File: config.mk
export PLATFORM = sky130hd
export DESIGN_NAME = nd_2to1
export DESIGN_NICKNAME = d
export VERILOG_FILES = /design/src/rtl/nd_2to1.sv
export SDC_FILE = /design/constraint.sdc
export NUM_CORES = 1
export LEC_CHECK = 0
export CELL_PAD_IN_SITES_DETAIL_PLACEMENT = 1
export CELL_PAD_IN_SITES_GLOBAL_PLACEMENT = 2
export CORE_UTILIZATION = 35
export CTS_BUF_LIST = sky130_fd_sc_hd__clkbuf_8
export DETAILED_ROUTE_END_ITERATION = 10
export PLACE_DENSITY = 0.74
export SLEW_MARGIN = 20
export SYNTH_ARGS = -nofsm -noshare
export SYNTH_HDL_FRONTEND = slang
export SYNTH_SLANG_ARGS = --single-unit
File: constraint.sdc
create_clock -name i_clk -period 9.23 [get_ports i_clk]
set_input_delay 2.769 -clock i_clk [delete_from_list [all_inputs] [get_ports i_clk]]
set_output_delay 2.769 -clock i_clk [all_outputs]
set_load 0.02 [all_outputs]
File: src/rtl/nd_2to1.sv
// Two-input, one-output message merger with per-input FIFOs and a round-robin arbiter.
// All three channels use a four-phase req/ack handshake.
module nd_2to1 #(
    parameter int unsigned FSZ = 2,
    parameter int unsigned ASZ = 6,
    parameter int unsigned DSZ = 4,
    parameter int unsigned RSZ = 4
) (
    input  logic           i_clk,
    input  logic           reset,
    output logic           ready,

    input  logic [ASZ-1:0] rcv0_src,
    input  logic [ASZ-1:0] rcv0_dst,
    input  logic [DSZ-1:0] rcv0_dat,
    input  logic [RSZ-1:0] rcv0_red,
    input  logic           rcv0_req,
    output logic           rcv0_ack,

    input  logic [ASZ-1:0] rcv1_src,
    input  logic [ASZ-1:0] rcv1_dst,
    input  logic [DSZ-1:0] rcv1_dat,
    input  logic [RSZ-1:0] rcv1_red,
    input  logic           rcv1_req,
    output logic           rcv1_ack,

    output logic [ASZ-1:0] snd0_src,
    output logic [ASZ-1:0] snd0_dst,
    output logic [DSZ-1:0] snd0_dat,
    output logic [RSZ-1:0] snd0_red,
    output logic           snd0_req,
    input  logic           snd0_ack
);

    localparam int unsigned IW = $clog2(FSZ);
    localparam int unsigned MW = 2 * ASZ + DSZ + RSZ;
    localparam logic [IW:0] CntFull = (IW + 1)'(FSZ);

    typedef enum logic [1:0] {StIdle, StReq, StWaitLow} state_e;

    state_e state_q, state_d;

    logic [MW-1:0] mem0 [FSZ];
    logic [MW-1:0] mem1 [FSZ];
    logic [IW-1:0] head0_q, tail0_q, head1_q, tail1_q;
    logic [IW:0]   cnt0_q, cnt0_d, cnt1_q, cnt1_d;

    logic last_q;   // 1: bf1 served last, so bf0 wins the next tie
    logic sel_q, sel_d;
    logic full0, full1, ne0, ne1;
    logic cap0, cap1, pop0, pop1, load;
    logic [MW-1:0] msg_sel;

    assign full0 = (cnt0_q == CntFull);
    assign full1 = (cnt1_q == CntFull);
    assign ne0   = (cnt0_q != '0);
    assign ne1   = (cnt1_q != '0);

    // Full is taken from registered state, so a same-cycle pop never frees room for a capture.
    assign cap0 = ready && rcv0_req && !rcv0_ack && !full0;
    assign cap1 = ready && rcv1_req && !rcv1_ack && !full1;

    always_comb begin
        state_d = state_q;
        sel_d   = sel_q;
        load    = 1'b0;
        pop0    = 1'b0;
        pop1    = 1'b0;
        case (state_q)
            StIdle: begin
                if (ready && (ne0 || ne1)) begin
                    load    = 1'b1;
                    sel_d   = (ne0 && ne1) ? ~last_q : ne1;
                    state_d = StReq;
                end
            end
            StReq: begin
                if (snd0_ack) begin
                    pop0    = ~sel_q;
                    pop1    = sel_q;
                    state_d = StWaitLow;
                end
            end
            StWaitLow: begin
                if (!snd0_ack) begin
                    state_d = StIdle;
                end
            end
            default: state_d = StIdle;
        endcase
    end

    assign msg_sel = sel_d ? mem1[tail1_q] : mem0[tail0_q];

    always_comb begin
        cnt0_d = cnt0_q;
        case ({cap0, pop0})
            2'b10:   cnt0_d = cnt0_q + 1'b1;
            2'b01:   cnt0_d = cnt0_q - 1'b1;
            default: ;
        endcase
    end

    always_comb begin
        cnt1_d = cnt1_q;
        case ({cap1, pop1})
            2'b10:   cnt1_d = cnt1_q + 1'b1;
            2'b01:   cnt1_d = cnt1_q - 1'b1;
            default: ;
        endcase
    end

    always_ff @(posedge i_clk) begin
        if (reset || !ready) begin
            state_q <= StIdle;
        end else begin
            state_q <= state_d;
        end
    end

    always_ff @(posedge i_clk) begin
        if (reset) begin
            ready    <= 1'b0;
            snd0_req <= 1'b0;
            rcv0_ack <= 1'b0;
            rcv1_ack <= 1'b0;
        end else if (!ready) begin
            ready    <= 1'b1;
            snd0_req <= 1'b0;
            rcv0_ack <= 1'b0;
            rcv1_ack <= 1'b0;
            head0_q  <= '0;
            tail0_q  <= '0;
            cnt0_q   <= '0;
            head1_q  <= '0;
            tail1_q  <= '0;
            cnt1_q   <= '0;
            last_q   <= 1'b1;
            sel_q    <= 1'b0;
            snd0_src <= '0;
            snd0_dst <= '0;
            snd0_dat <= '0;
            snd0_red <= '0;
        end else begin
            sel_q  <= sel_d;
            cnt0_q <= cnt0_d;
            cnt1_q <= cnt1_d;

            if (load) begin
                {snd0_src, snd0_dst, snd0_dat, snd0_red} <= msg_sel;
                snd0_req <= 1'b1;
            end
            if (state_q == StReq && snd0_ack) begin
                snd0_req <= 1'b0;
                last_q   <= sel_q;
            end

            if (cap0) begin
                head0_q  <= head0_q + 1'b1;
                rcv0_ack <= 1'b1;
            end else if (rcv0_ack && !rcv0_req) begin
                rcv0_ack <= 1'b0;
            end
            if (cap1) begin
                head1_q  <= head1_q + 1'b1;
                rcv1_ack <= 1'b1;
            end else if (rcv1_ack && !rcv1_req) begin
                rcv1_ack <= 1'b0;
            end

            if (pop0) tail0_q <= tail0_q + 1'b1;
            if (pop1) tail1_q <= tail1_q + 1'b1;
        end
    end

    always_ff @(posedge i_clk) begin
        if (!reset && cap0) mem0[head0_q] <= {rcv0_src, rcv0_dst, rcv0_dat, rcv0_red};
        if (!reset && cap1) mem1[head1_q] <= {rcv1_src, rcv1_dst, rcv1_dat, rcv1_red};
    end

endmodule

Word-level counts from Yosys, hierarchy flattened
Memory sizes are Yosys's and may differ from the RTL's. A register that Yosys moved wholly into a read port is not among the register bits.
Index checks and enable logic that the tools add are counted.
Widths: inputs -> output; s select.
{"block": "classes", "n_addsub": 8, "n_eq_ne": 19, "mux": 38, "bitwise": 4, "n_reduce_logical": 39}
{"cell": "$mux 1", "count": 27}
{"cell": "$mux 20", "count": 1}
{"cell": "$reduce_and 2->1", "count": 8}
{"cell": "$logic_and 1x1->1", "count": 13}
{"cell": "$mux 6", "count": 2}
{"cell": "$ne 2x1->1 const B", "count": 6}
{"cell": "$eq 2x2->1 const B", "count": 5}
{"cell": "$logic_not 1->1", "count": 8}
{"cell": "$mux 4", "count": 2}
{"cell": "$pmux 2 s2", "count": 2}
{"cell": "$reduce_bool 2->1", "count": 4}
{"cell": "$eq 2x1->1 const B", "count": 3}
{"cell": "$mux 2", "count": 3}
{"cell": "$ne 2x2->1 const B", "count": 3}
{"cell": "$ne 3x1->1 const B", "count": 2}
{"cell": "$pmux 2 s3", "count": 1}
{"cell": "$add 1x1->1 const B", "count": 4}
{"cell": "$add 2x1->2 const B", "count": 2}
{"cell": "$not 1->1", "count": 4}
{"cell": "$sub 2x1->2 const B", "count": 2}
{"cell": "$reduce_and 3->1", "count": 1}
{"cell": "$reduce_or 3->1", "count": 1}
{"cell": "$logic_not 2->1", "count": 1}
{"cell": "$logic_or 1x1->1", "count": 2}
{"cell": "$reduce_or 2->1", "count": 1}
{"block": "word_totals", "ff_bits": 36, "ramBits": 80, "input_bits": 45, "output_inout_bits": 24, "word_cells": 127, "memories": 2}
{"name": "mem0", "depth": 2, "word_bits": 20, "read_ports": 1, "rd_ports_with_merged_regs": 1, "wr": 1, "line": "43", "source": "logic [MW-1:0] mem0 [FSZ];"}
{"name": "mem1", "depth": 2, "word_bits": 20, "read_ports": 1, "rd_ports_with_merged_regs": 1, "wr": 1, "line": "44", "source": "logic [MW-1:0] mem1 [FSZ];"}

Logic depth before layout (Yosys ltp)
Gate-level depths: netlist (run 1).
{"block": "depth", "depth_word": 7, "mapped_depth": 5, "ltp_nobuf": 4}

Worst setup path before layout (run 1)
OpenSTA, ideal clock, no wires.
{"block": "synth_path", "kind": "input-to-reg", "startpoint": "in reset", "endpoint": "mem mem0[1][0] in the netlist's numbering (enable)", "setup_time_ps": 427, "arrival_ps": 4686, "required_time_ps": 8803, "slack_ps": 4117, "path_stages": 3, "path_buffers": 2, "path_cell_list": "clkbuf_1 clkbuf_1 nor3b_1"}
{"block": "synth_between", "elab_chain_len": 4}
{"item": "start: declaration", "line": "10", "source": "input logic reset,"}
{"item": "$logic_not 1->1", "line": "177", "source": "if (!reset && cap0) mem0[head0_q] <= {rcv0_src, rcv0_dst, rcv0_dat, rcv0_red};"}
{"item": "$logic_and 1x1->1", "line": "177"}
{"item": "$mux 1", "line": "177"}
{"item": "$mux 1 (not written as such)", "line": "177"}
{"item": "end: declaration", "line": "43"}
Every way passes these cells.

Final worst setup path (run 1)
{"block": "layout_path", "startpoint": "in reset", "endpoint": "reg snd0_src[3] (enable)"}
{"block": "layout_between", "elab_chain_len": 2}
{"item": "$not 1->1 (no line)"}
{"item": "$reduce_and 2->1 (no line)"}
{"item": "end signal: assignment", "line": "150", "source": "{snd0_src, snd0_dst, snd0_dat, snd0_red} <= msg_sel;"}
{"item": "end: declaration", "line": "27", "source": "output logic [ASZ-1:0] snd0_src,"}
Every way passes these cells.
A chain may end at the register's enable or synchronous reset.

==> results of run 1 <==
## kinds of logic after synthesis
logic type	after synthesis	synth area share [%]
buf+inv	19	1.810
simple gates	72	7.713
mux	62	14.17
flops	118	72.61
xor+xnor	6	1.102
compound gates	19	2.597
## state kept, by name, indices dropped and copies added (netlist names), 2 cells and up, named ones only
register and count:
snd0_red 4, snd0_src 6, cnt1_q 2, state_q 2, snd0_dat 4, snd0_dst 6, mem1 40, mem0 40
cnt0_q 2
## per-stage QoR
stage / utilization [%] / cells / setup slack, ns / instance area (µm²) / hold WS, ns
final: 45.84 / 563 / 4.723 / 6071 / 0.4430
after global routing: 45.84 / 563 / 4.601 / 6071 / 0.4624
after floorplan: - / 296 / 4.117 / 4770 / 0.4768
after CTS: 45.73 / 562 / 4.676 / 6056 / 0.4499
after detailed placement: 42.88 / 531 / 4.227 / 5678 / 0.4392
after global placement: 42.88 / 531 / 4.339 / 5678 / 0.4319
## placed cells by master, fill, tap and decap left out, drive strengths merged, types with 2 or more instances in the layout
cell,n
and3,2
clkbuf,17
clkinv,8
o211a,2
dfxtp,8
nor3b,3
clkdlybuf4s50,68
mux2i,21
nor3,3
bufinv,3
nor2b,8
xnor2,5
edfxtp,110
nand2,42
a22o,2
buf,7
nor2,2
and2,2
nand4b,2
o21ai,2
nand2b,3
mux2,41
inv,6
a21oi,9
o21a,2
## routing by layer
metal,share of wire (%),up-vias
li1,-,1264
met1,42,1337
met2,53,52
met3,3.7,13
met4,1.2,0
met5,0,-
## worst max path at each step
stage / start / to / slack, ns / depth (start not counted)
CTS: reset / snd0_src[3] / 4.68 / 3
detailed placement: reset / snd0_dst[4] / 4.23 / 3
floorplan: reset / mem0[1][0] / 4.12 / 3
global placement: reset / snd0_dst[4] / 4.34 / 3
finish: reset / snd0_src[3] / 4.72 / 3
global route: reset / snd0_src[3] / 4.60 / 3
## Yosys cell counts (all sizes together), types with 4 or more instances
cell      n
mux2     41
dfxtp     8
mux2i    21
clkbuf   12
xnor2     5
nor2b     8
inv       4
edfxtp  110
a21oi     9
nand2    42
## final cells by class
class | count | area [µm²]
fillers | 1353 | 7172
flip-flops and latches | 118 | 3465
multi-input cells | 159 | 1252
repair buffers | 75 | 740.7
clock buffers | 17 | 234.0
well taps | 176 | 220.2
clock inverters | 14 | 143.9
inverters | 4 | 15.01
## power by group
| part | switching, mW | total [mW] | internal [mW] |
|---|---|---|---|
| Clock | 0.194 | 0.452 | 0.258 |
| Sequential | 0.0137 | 0.620 | 0.606 |
| Combinational | 0.0508 | 0.110 | 0.0589 |
## tightest hold or removal path: stages, from the launching register on
cell and delay [ns]:
dfxtp_1 0.31, inv_1 0.05, a21oi_1 0.05
==> impl_summary.md, run 1 <==
Yosys
The proportion of netlist area held by the largest area contributor is 69.25%. Of the synthesized area, sequential elements account for 72.61%. The prevailing post-synth register cell is edfxtp_1.

The Yosys step of the flow raised 0 warnings. The post-synthesis instance area is 4770 µm². edfxtp_1 takes more of the synthesized area than any other cell. After technology mapping, the gate count stands at 296. The number of nets produced by synthesis is 341.

The async set-reset flop share out of synthesis is 0%. Averaged over all synthesized cells, the footprint is 16.11 µm². Yosys mapped a number of flops with a built-in enable equal to 110.

In this run, synthesis produced a sequential element count of 118. The number of distinct library cells after synthesis is 32. Ranked by total cell area, the synthesized netlist is headed by edfxtp_1 (69%), mux2_2 (9.7%), mux2i_1 (4.2%).

Critical path
The largest fanout of any net on the critical path is 17. The type of the worst setup path is in2reg. Data on the critical path is required at its endpoint by 9.35 ns. The cell at the slowest stage of the critical path is clkdlybuf4s50_1. The worst register-to-register path begins at cnt0_q[1].

The startpoint type of the worst setup path is an input port. The worst setup slack for register-to-register paths is 6.82 ns. The critical path data arrival time is 4.63 ns.

The path depth of the worst reg2reg path is 5. The gate family responsible for the most delay along the worst path is buffers and inverters. The delay of the slowest critical-path stage is 0.78 ns.

The critical path contains buffers and inverters numbering 2 combined. The kind of end point of the critical path is a flip-flop. Walking the worst path, the cells encountered are clkdlybuf4s50_1 > a21oi_2 > buf_4. The critical register-to-register path endpoint is snd0_dat[3].

STA
Setup violations remaining at the end of the flow were counted as 0. Setup repair after global routing left no endpoint under its margin. The transition time of the tightest slew-check pin is 1.018 ns. The portion of the clock cycle consumed by the worst path in the final layout is 48.83%. Setup total negative slack on the finished layout was measured at 0 ns.

Derived from the worst setup path, the maximum achievable clock frequency is 0.2219 GHz. The final setup skew is 0.01234 ns. Headroom to the max-slew limit came out at 32.01%. The hold violation total from the final report is 0. The final number of max-transition violations came to 0. The post-route minimum period is 4.507 ns.

CTS
The number of buffers added by the clock tree synthesis step is 17. The post-CTS setup buffer count is 0. The H-tree was split into 4 levels. The cell sitting at the root of the clock tree is a clkbuf_8. For this design, the sink count on the clock tree is 118. After clock tree synthesis, the clock-pin slew on the worst setup and hold paths is 0.06 ns. Hold repair after CTS inserted 0 buffers. The deepest clock path buffer count is 2.

Clock latency on the worst-skew pair, taken at its later pin, is 0.43 ns. The number of gates resized after CTS was 0. TritonCTS built the clock tree.

Placed design
Once detailed placement completed, the half-perimeter wirelength came to 6029 µm. Routability-driven placement finished with a final weighted congestion of 0.6949. Input and output buffers added on the ports amount to 68.

Power
The power density relative to cell area is 194.6 nW/µm². Total power for the finished layout comes to 1.181 mW. The worst supply voltage drop on vdd is 0.1050 mV. The static power due to leakage is 2.138 nW.

Routing
The average vias per placed instance is 4.735. The antenna violation net count after detailed routing is 0. After detailed routing, the total wire length is 9523 µm. The via count is 2666.

The DRC violations left is 0. The routed wirelength normalized by instance count is 16.91 µm. For this run, the detailed router's first-pass iteration total came to 4.

The initial detailed-routing violation count is 71.

Global routing
The met2 global-route usage is 25.29%. The largest net degree at the start of global routing is 65. Summed over all layers, the global routing overflow is 0. Global routing used 14.74% of the available tracks. The global-route wire length before repair is 15200 µm. The number of global-route vias before repair came to 2930. The layer flagged by global routing as most heavily used is met2.

For this run, global-route usage on met1 was measured as 16.91%. The initial antenna violation count is 0. The met3 track utilization from global routing is 5.068%.

Floorplan
The area of the die is 14100 µm². The total I/O pin count is 69. Once the floorplan was initialized, standard cells occupied 36.02% of the core. Measured along the y axis, the die boundary spans 118.7 µm. The die is 118.7 µm wide.

The core area is 13240 µm². The number of core rows is 42.

Min path
The worst hold-check path type is reg2reg. The worst hold path terminates at snd0_req. The startpoint of the lowest-slack hold path is snd0_req. Counting instances, the worst hold path has a depth of 2.

Run
The number of violations of the max-capacitance limit is 0.

Outcome
The flow ran to the end, and the final reports show no timing, DRC or antenna violations.

Finish
The number of antenna diodes is 0. The final net count is 420. The fraction of layout instances using a drive strength above 1 is 21.45%.

From synthesis to final layout, the design area changed by 27.28%.
No activity file was read; power rests on OpenSTA's default activity.
==> run 2: changes to the inputs <==
Clock period 9.23 ns to 4.41 ns, I/O delays scaled along.
==> run 2 against run 1 <==
Sequential power increased by 110%. Routed wire length is essentially flat. Non-clock buffer count grew 1. Count of clock-buffer cells in the layout unchanged. Die area unchanged. Core utilization is 0.076 points lower. Critical path type is now reg2out. Critical endpoint is now snd0_dst[2]. Largest cell class unchanged. Highest routed layer unchanged.
==> impl_summary.md, run 2 (synthesized netlist as in run 1, its figures left out) <==
CTS
The post-CTS setup buffer count is 0 (unchanged). The maximum level of the CTS H-tree is 4 (unchanged). The number of hold-repair buffers added at the cts stage is 0 (unchanged). The CTS clock-pin slew for the worst setup and hold paths came to 0.07 ns (about the same). In this run the clock root is driven by a clkbuf_8. The number of sinks on the clock net is 118 (unchanged). The insertion delay to the later sink of the worst-skew pair is 0.42 ns (about the same).

The deepest clock path buffer count is 2 (unchanged). The clock tree from TritonCTS is yes. The number of buffers added by the clock tree synthesis step was 17 (unchanged). The post-CTS resize count is 0 (unchanged).

Power
The power density relative to cell area is 393.3 nW/µm² (+100%). The static power due to leakage is 2.112 nW (-1.2%). The worst supply voltage drop on vdd is 0.2864 mV (+170%).

Global routing
The aggregate global routing overflow came to 0 (unchanged). The initial antenna violation count is 0 (unchanged). The largest net degree at the start of global routing is 65 (unchanged). The global-route wire length before repair is 14770 µm (-2.8%). The overall routing resource usage is 14.43% (-0.31 points). The number of global-route vias before repair is 2820 (-3.8%).

Placed design
The quantity of I/O buffers inserted on ports came to 68 (unchanged). The routability congestion estimate from global placement is 0.6802 (-2.1%). The placed wire-length estimate after detailed placement is 6106 µm (+1.3%).

Floorplan
The width of the die is 118.7 µm (unchanged). The area of the die is 14100 µm² (unchanged). The total I/O pin count is 69 (unchanged). The core area is 13240 µm² (unchanged).

The vertical die dimension is 118.7 µm (unchanged). The effective utilization at floorplan is 36.02% (unchanged). The number of core rows is 42 (unchanged).

Critical path
The number of buffers and inverters on the critical path came to 1 (-1). The critical register-to-register path endpoint is snd0_src[3]. The critical path depth in cells is 1 (-2). The path depth of the worst reg2reg path came to 4 (-1). STA classifies the critical path startpoint as a flip-flop. The cell at the slowest stage of the critical path is clkdlybuf4s50_1. The signal on the critical path passes through clkdlybuf4s50_1. The data required time of the critical path was 3.09 ns (-6.26 ns).

The startpoint identified for the worst register-to-register timing path is ready. The most critical setup path has its startpoint at snd0_dst[2]. The critical path data arrival time came to 1.43 ns (-3.20 ns). The largest fanout of any net on the critical path was 1 (-16). The delay of the slowest critical-path stage is 0.62 ns (-0.16 ns). The kind of end point of the critical path is a primary output. Among cell families on the critical path, the largest total delay comes from buffers and inverters.

The worst setup slack for register-to-register paths is 2.09 ns (-4.73 ns). The type of the worst setup path is reg2out. The most critical setup path has its endpoint at snd0_dst[2].

Finish
The top cell types in the final layout, fill and taps aside, are edfxtp_1 (110), clkdlybuf4s50_1 (68), nand2_1 (42). The final standard cell utilization of the core is 45.77% (-0.076 points). The number of antenna diodes is 0 (unchanged). The area growth from synthesis to layout is 27.07%. The fraction of layout instances using a drive strength above 1 is 22.11% (+0.66 points). The leading cell type in the layout, fill and taps excluded is edfxtp_1. In the final layout, the registers with the most flip-flops are mem0 x40, mem1 x40.

The final net count is 421 (+0.24%).

STA
Timing would allow up to 0.3631 GHz. The worst slew margin relative to its limit was 32.92% (+0.90 points). The setup violation total in the final timing report was 0 (unchanged).

The final number of max-transition violations is 0 (unchanged). The portion of the clock cycle consumed by the worst path in the final layout is 62.45%. The hold violation total from the final report came to 0 (unchanged). Setup repair after global routing left no endpoint under its margin. The final sum of negative setup slack came to 0 ns (unchanged). The transition time of the tightest slew-check pin was 1.005 ns (-0.01349 ns). The post-route minimum period is 2.754 ns.

The final setup skew is 0.006097 ns (-0.006248 ns).

Routing
The initial detailed-routing violation count is 82 (+15%). The routed wirelength normalized by instance count is 16.84 µm (-0.42%). The via count is 2626 (-1.5%). The average vias per placed instance came to 4.648 (-1.8%). The antenna violation net count after detailed routing came to 0 (unchanged). The first-pass detailed-route iteration total came to 4 (unchanged).

The DRC violations left is 0 (unchanged). The routed wire length was 9517 µm (about the same).

Min path
The tightest min-delay check is of the reg2reg type.

Run
The number of violations of the max-capacitance limit is 0 (unchanged).

Outcome
The flow ran to the end, and the final reports show no timing, DRC or antenna violations.
==> run 2: per-stage QoR <==
step	hold slack (ns)	total power, mW	area, µm²	instances	worst slack (ns)
2_1_floorplan	0.4768	1.440	4770	296	0.7430
3_3_place_gp	0.4334	1.547	5685	532	1.304
3_5_place_dp	0.4469	1.553	5685	532	1.260
4_1_cts	0.4570	2.413	6033	564	1.616
5_1_grt	0.4899	2.481	6061	565	1.590
6_report	0.4449	2.384	6061	565	1.656
==> run 2: layer usage <==
layer	GRT usage [%]	part of all wire (%)	vias up
li1	-	-	1267
met1	16.32	42	1298
met2	24.93	53	53
met3	5.454	4.3	8
met4	4.747	0.88	0
met5	0	0	-
==> run 2: worst min path at each step <==
| stage | from | endpoint | slack [ns] | cells after the start |
|---|---|---|---|---|
| 4_1_cts | snd0_req | snd0_req | 0.46 | 2 |
| 3_3_place_gp | snd0_req | snd0_req | 0.43 | 2 |
| 3_5_place_dp | snd0_req | snd0_req | 0.45 | 2 |
| 5_1_grt | snd0_req | snd0_req | 0.49 | 2 |
| 2_1_floorplan | state_q[1] | state_q[0] | 0.48 | 1 |
| 6_report | snd0_req | snd0_req | 0.44 | 2 |
==> run 2: report_power, final <==
group	internal, mW	total, mW	leakage (nW)	switching (mW)
Clock	0.433	0.853	0.161	0.420
Combinational	0.127	0.235	0.868	0.108
Sequential	1.27	1.30	1.08	0.0282
Total	1.83	2.38	2.11	0.556
==> run 2: final cells by class <==
type	instances	area [µm²]
Tap cell	176	220.2
Inverter	4	15.01
Sequential cell	118	3465
Clock inverter	15	113.9
Timing Repair Buffer	76	760.7
Multi-Input combinational cell	159	1252
Clock buffer	17	234.0
Fill cell	1364	7182
==> RTL edit (settings of run 2) <==
`FSZ`: 2 -> 4.
--- a/src/rtl/nd_2to1.sv
+++ b/src/rtl/nd_2to1.sv
@@ -1,7 +1,7 @@
 // Two-input, one-output message merger with per-input FIFOs and a round-robin arbiter.
 // All three channels use a four-phase req/ack handshake.
 module nd_2to1 #(
-    parameter int unsigned FSZ = 2,
+    parameter int unsigned FSZ = 4,
     parameter int unsigned ASZ = 6,
     parameter int unsigned DSZ = 4,
     parameter int unsigned RSZ = 4
Function: changed (a bounded check fails within 10 cycles, from zero or initial values and one cycle with reset high).
==> RTL edit against run 2 <==
- routed wire length rose by 76%
- synthesized area grew 69%
- count of clock-buffer cells in the layout is 20 higher
- power rose by 75%
- worst hold slack improved by 0.020 ns
- sequential cell count grew 88
- worst setup slack worse by 0.26 ns
- via count up 58%
- design area grew 61%
- critical path type unchanged
==> RTL edit: results (changes against run 2) <==
* Status: completed
* Post-CTS sizing at 0 (unchanged)
* First-pass GRT wire length at 26060 µm (+76%)
* Fin nets at 580 (+38%)
* Cts hold-fix bufs at 0 (unchanged)
* Post-DP HPWL at 10870 µm (+78%)
* All-Layer GR Usage at 14.69% (+0.26 points)
* Top cells by count, synth: edfxtp_1, mux4_2, nand2_1, nand4_1, o21ai_1
* FF-to-FF End: snd0_dat[1]
* CP Launch Point: ready
* Crit Path Max Fanout at 13 (+12)
* Routability cong. at 0.7563 (+11%)
* Vias in the first global route at 4646 (+65%)
* CTS Buffer Depth at 3 (+1)
* Largest registers: mem0 x80, mem1 x80
* WL/cell at 20.04 µm (+19%)
* Part of the Yosys area used for sequential elements at 75.48% (+2.9 points)
* Drt initial violations at 236 (+190%)
* R2R depth at 5 (+1)
* Antenna violations before repair at 1 (+1)
* Placed instance area at 9126 µm² (+61%)
* Worst-Margin Slew at 0.9967 ns (-0.008175 ns)
* Worst path arrival time at 1.69 ns (+0.26 ns)
* Synth top area cells: edfxtp_1, mux4_2, dfxtp_1
* Setup Skew at 0.02982 ns (+0.02372 ns)
* Worst vdd ir at 176.8 µV (-38%)
* Worst reg2reg setup slack at 1.89 ns (-0.20 ns)
* Largest net degree at the start of global routing at 50 (-23%)
* CTS Buf Count at 36 (+19)
* P_leak at 3.249 nW (+54%)
* Crit path largest cell delay at 0.66 ns (+0.04 ns)
* Synthesized net count at 481 (+41%)
* Via density at 4.951 (+6.5%)
* CP endpoint: ready
* EDFF count, synth at 196 (+78%)
* Share of layout cells above drive strength 1 at 19.96% (-2.1 points)
* H-tree Lvls at 2 (-2)
* Worst-skew pair later-pin latency at 0.52 ns (+0.10 ns)
-- RTL edit: cell families (layout without fill, tap and decap cells) --
family	after synthesis	count (layout)	synth area share [%]
multiplexers	48	48	12.23
adder cells (fa/ha/maj)	10	10	1.552
AND/OR/NAND/NOR	92	92	6.068
flip-flops	206	206	75.48
buffers and inverters	29	154	1.552
AO/OA/AOI/OAI	36	36	2.576
XOR/XNOR	5	5	0.5431
-- RTL edit: worst min path at each step --
stage          startpoint        end  slack [ns]  depth (start not counted)
2_1_floorplan  tail1_q[1]  flip-flop        0.50                          1
3_3_place_gp     snd0_req   snd0_req        0.44                          2
3_5_place_dp     snd0_req   snd0_req        0.46                          2
4_1_cts          snd0_req   snd0_req        0.47                          2
5_1_grt          snd0_req   snd0_req        0.50                          2
6_report         snd0_req   snd0_req        0.46                          2
-- RTL edit: report_power, final --
part	total [mW]	switching, mW	internal, mW
Combinational	0.316	0.164	0.153
Clock	1.61	0.762	0.849
Sequential	2.24	0.0383	2.20
Total	4.17	0.964	3.20
-- RTL edit: per-layer routing --
metal | vias up | part of all wire, % | wire length (µm) | GRT usage (%)
li1 | 1910 | - | - | -
met1 | 2094 | 43 | 7217 | 18.56
met2 | 100 | 50 | 8398 | 24.70
met3 | 33 | 4.4 | 729 | 3.213
met4 | 2 | 2.3 | 388 | 5.714
met5 | - | 0.090 | 15 | 0
-- RTL edit: layout make-up --
| class | count | area (µm²) |
|---|---|---|
| Tap cell | 285 | 356.6 |
| Clock inverter | 27 | 152.6 |
| Multi-Input combinational cell | 191 | 1867 |
| Sequential cell | 206 | 6087 |
| Timing Repair Buffer | 82 | 785.8 |
| Clock buffer | 37 | 509.2 |
| Fill cell | 2170 | 12850 |
| Inverter | 8 | 30.03 |
-- RTL edit: tightest hold or removal path: stages, from the launching register on --
cell and delay, ns:
dfxtp_1 0.31, inv_1 0.05, a211oi_1 0.06
-- RTL edit: per-stage QoR --
| stage | hold WS [ns] | total power [mW] | setup WS (ns) | std cells | utilization, % |
|---|---|---|---|---|---|
| 2_1_floorplan | 0.4998 | 2.444 | 1.469 | 426 | - |
| 5_1_grt | 0.4994 | 4.322 | 1.362 | 836 | 43.23 |
| 3_3_place_gp | 0.4449 | 2.586 | 1.139 | 772 | 40.31 |
| 4_1_cts | 0.4693 | 4.229 | 1.380 | 836 | 43.23 |
| 3_5_place_dp | 0.4593 | 2.600 | 1.085 | 772 | 40.31 |
| 6_report | 0.4646 | 4.166 | 1.398 | 836 | 43.23 |
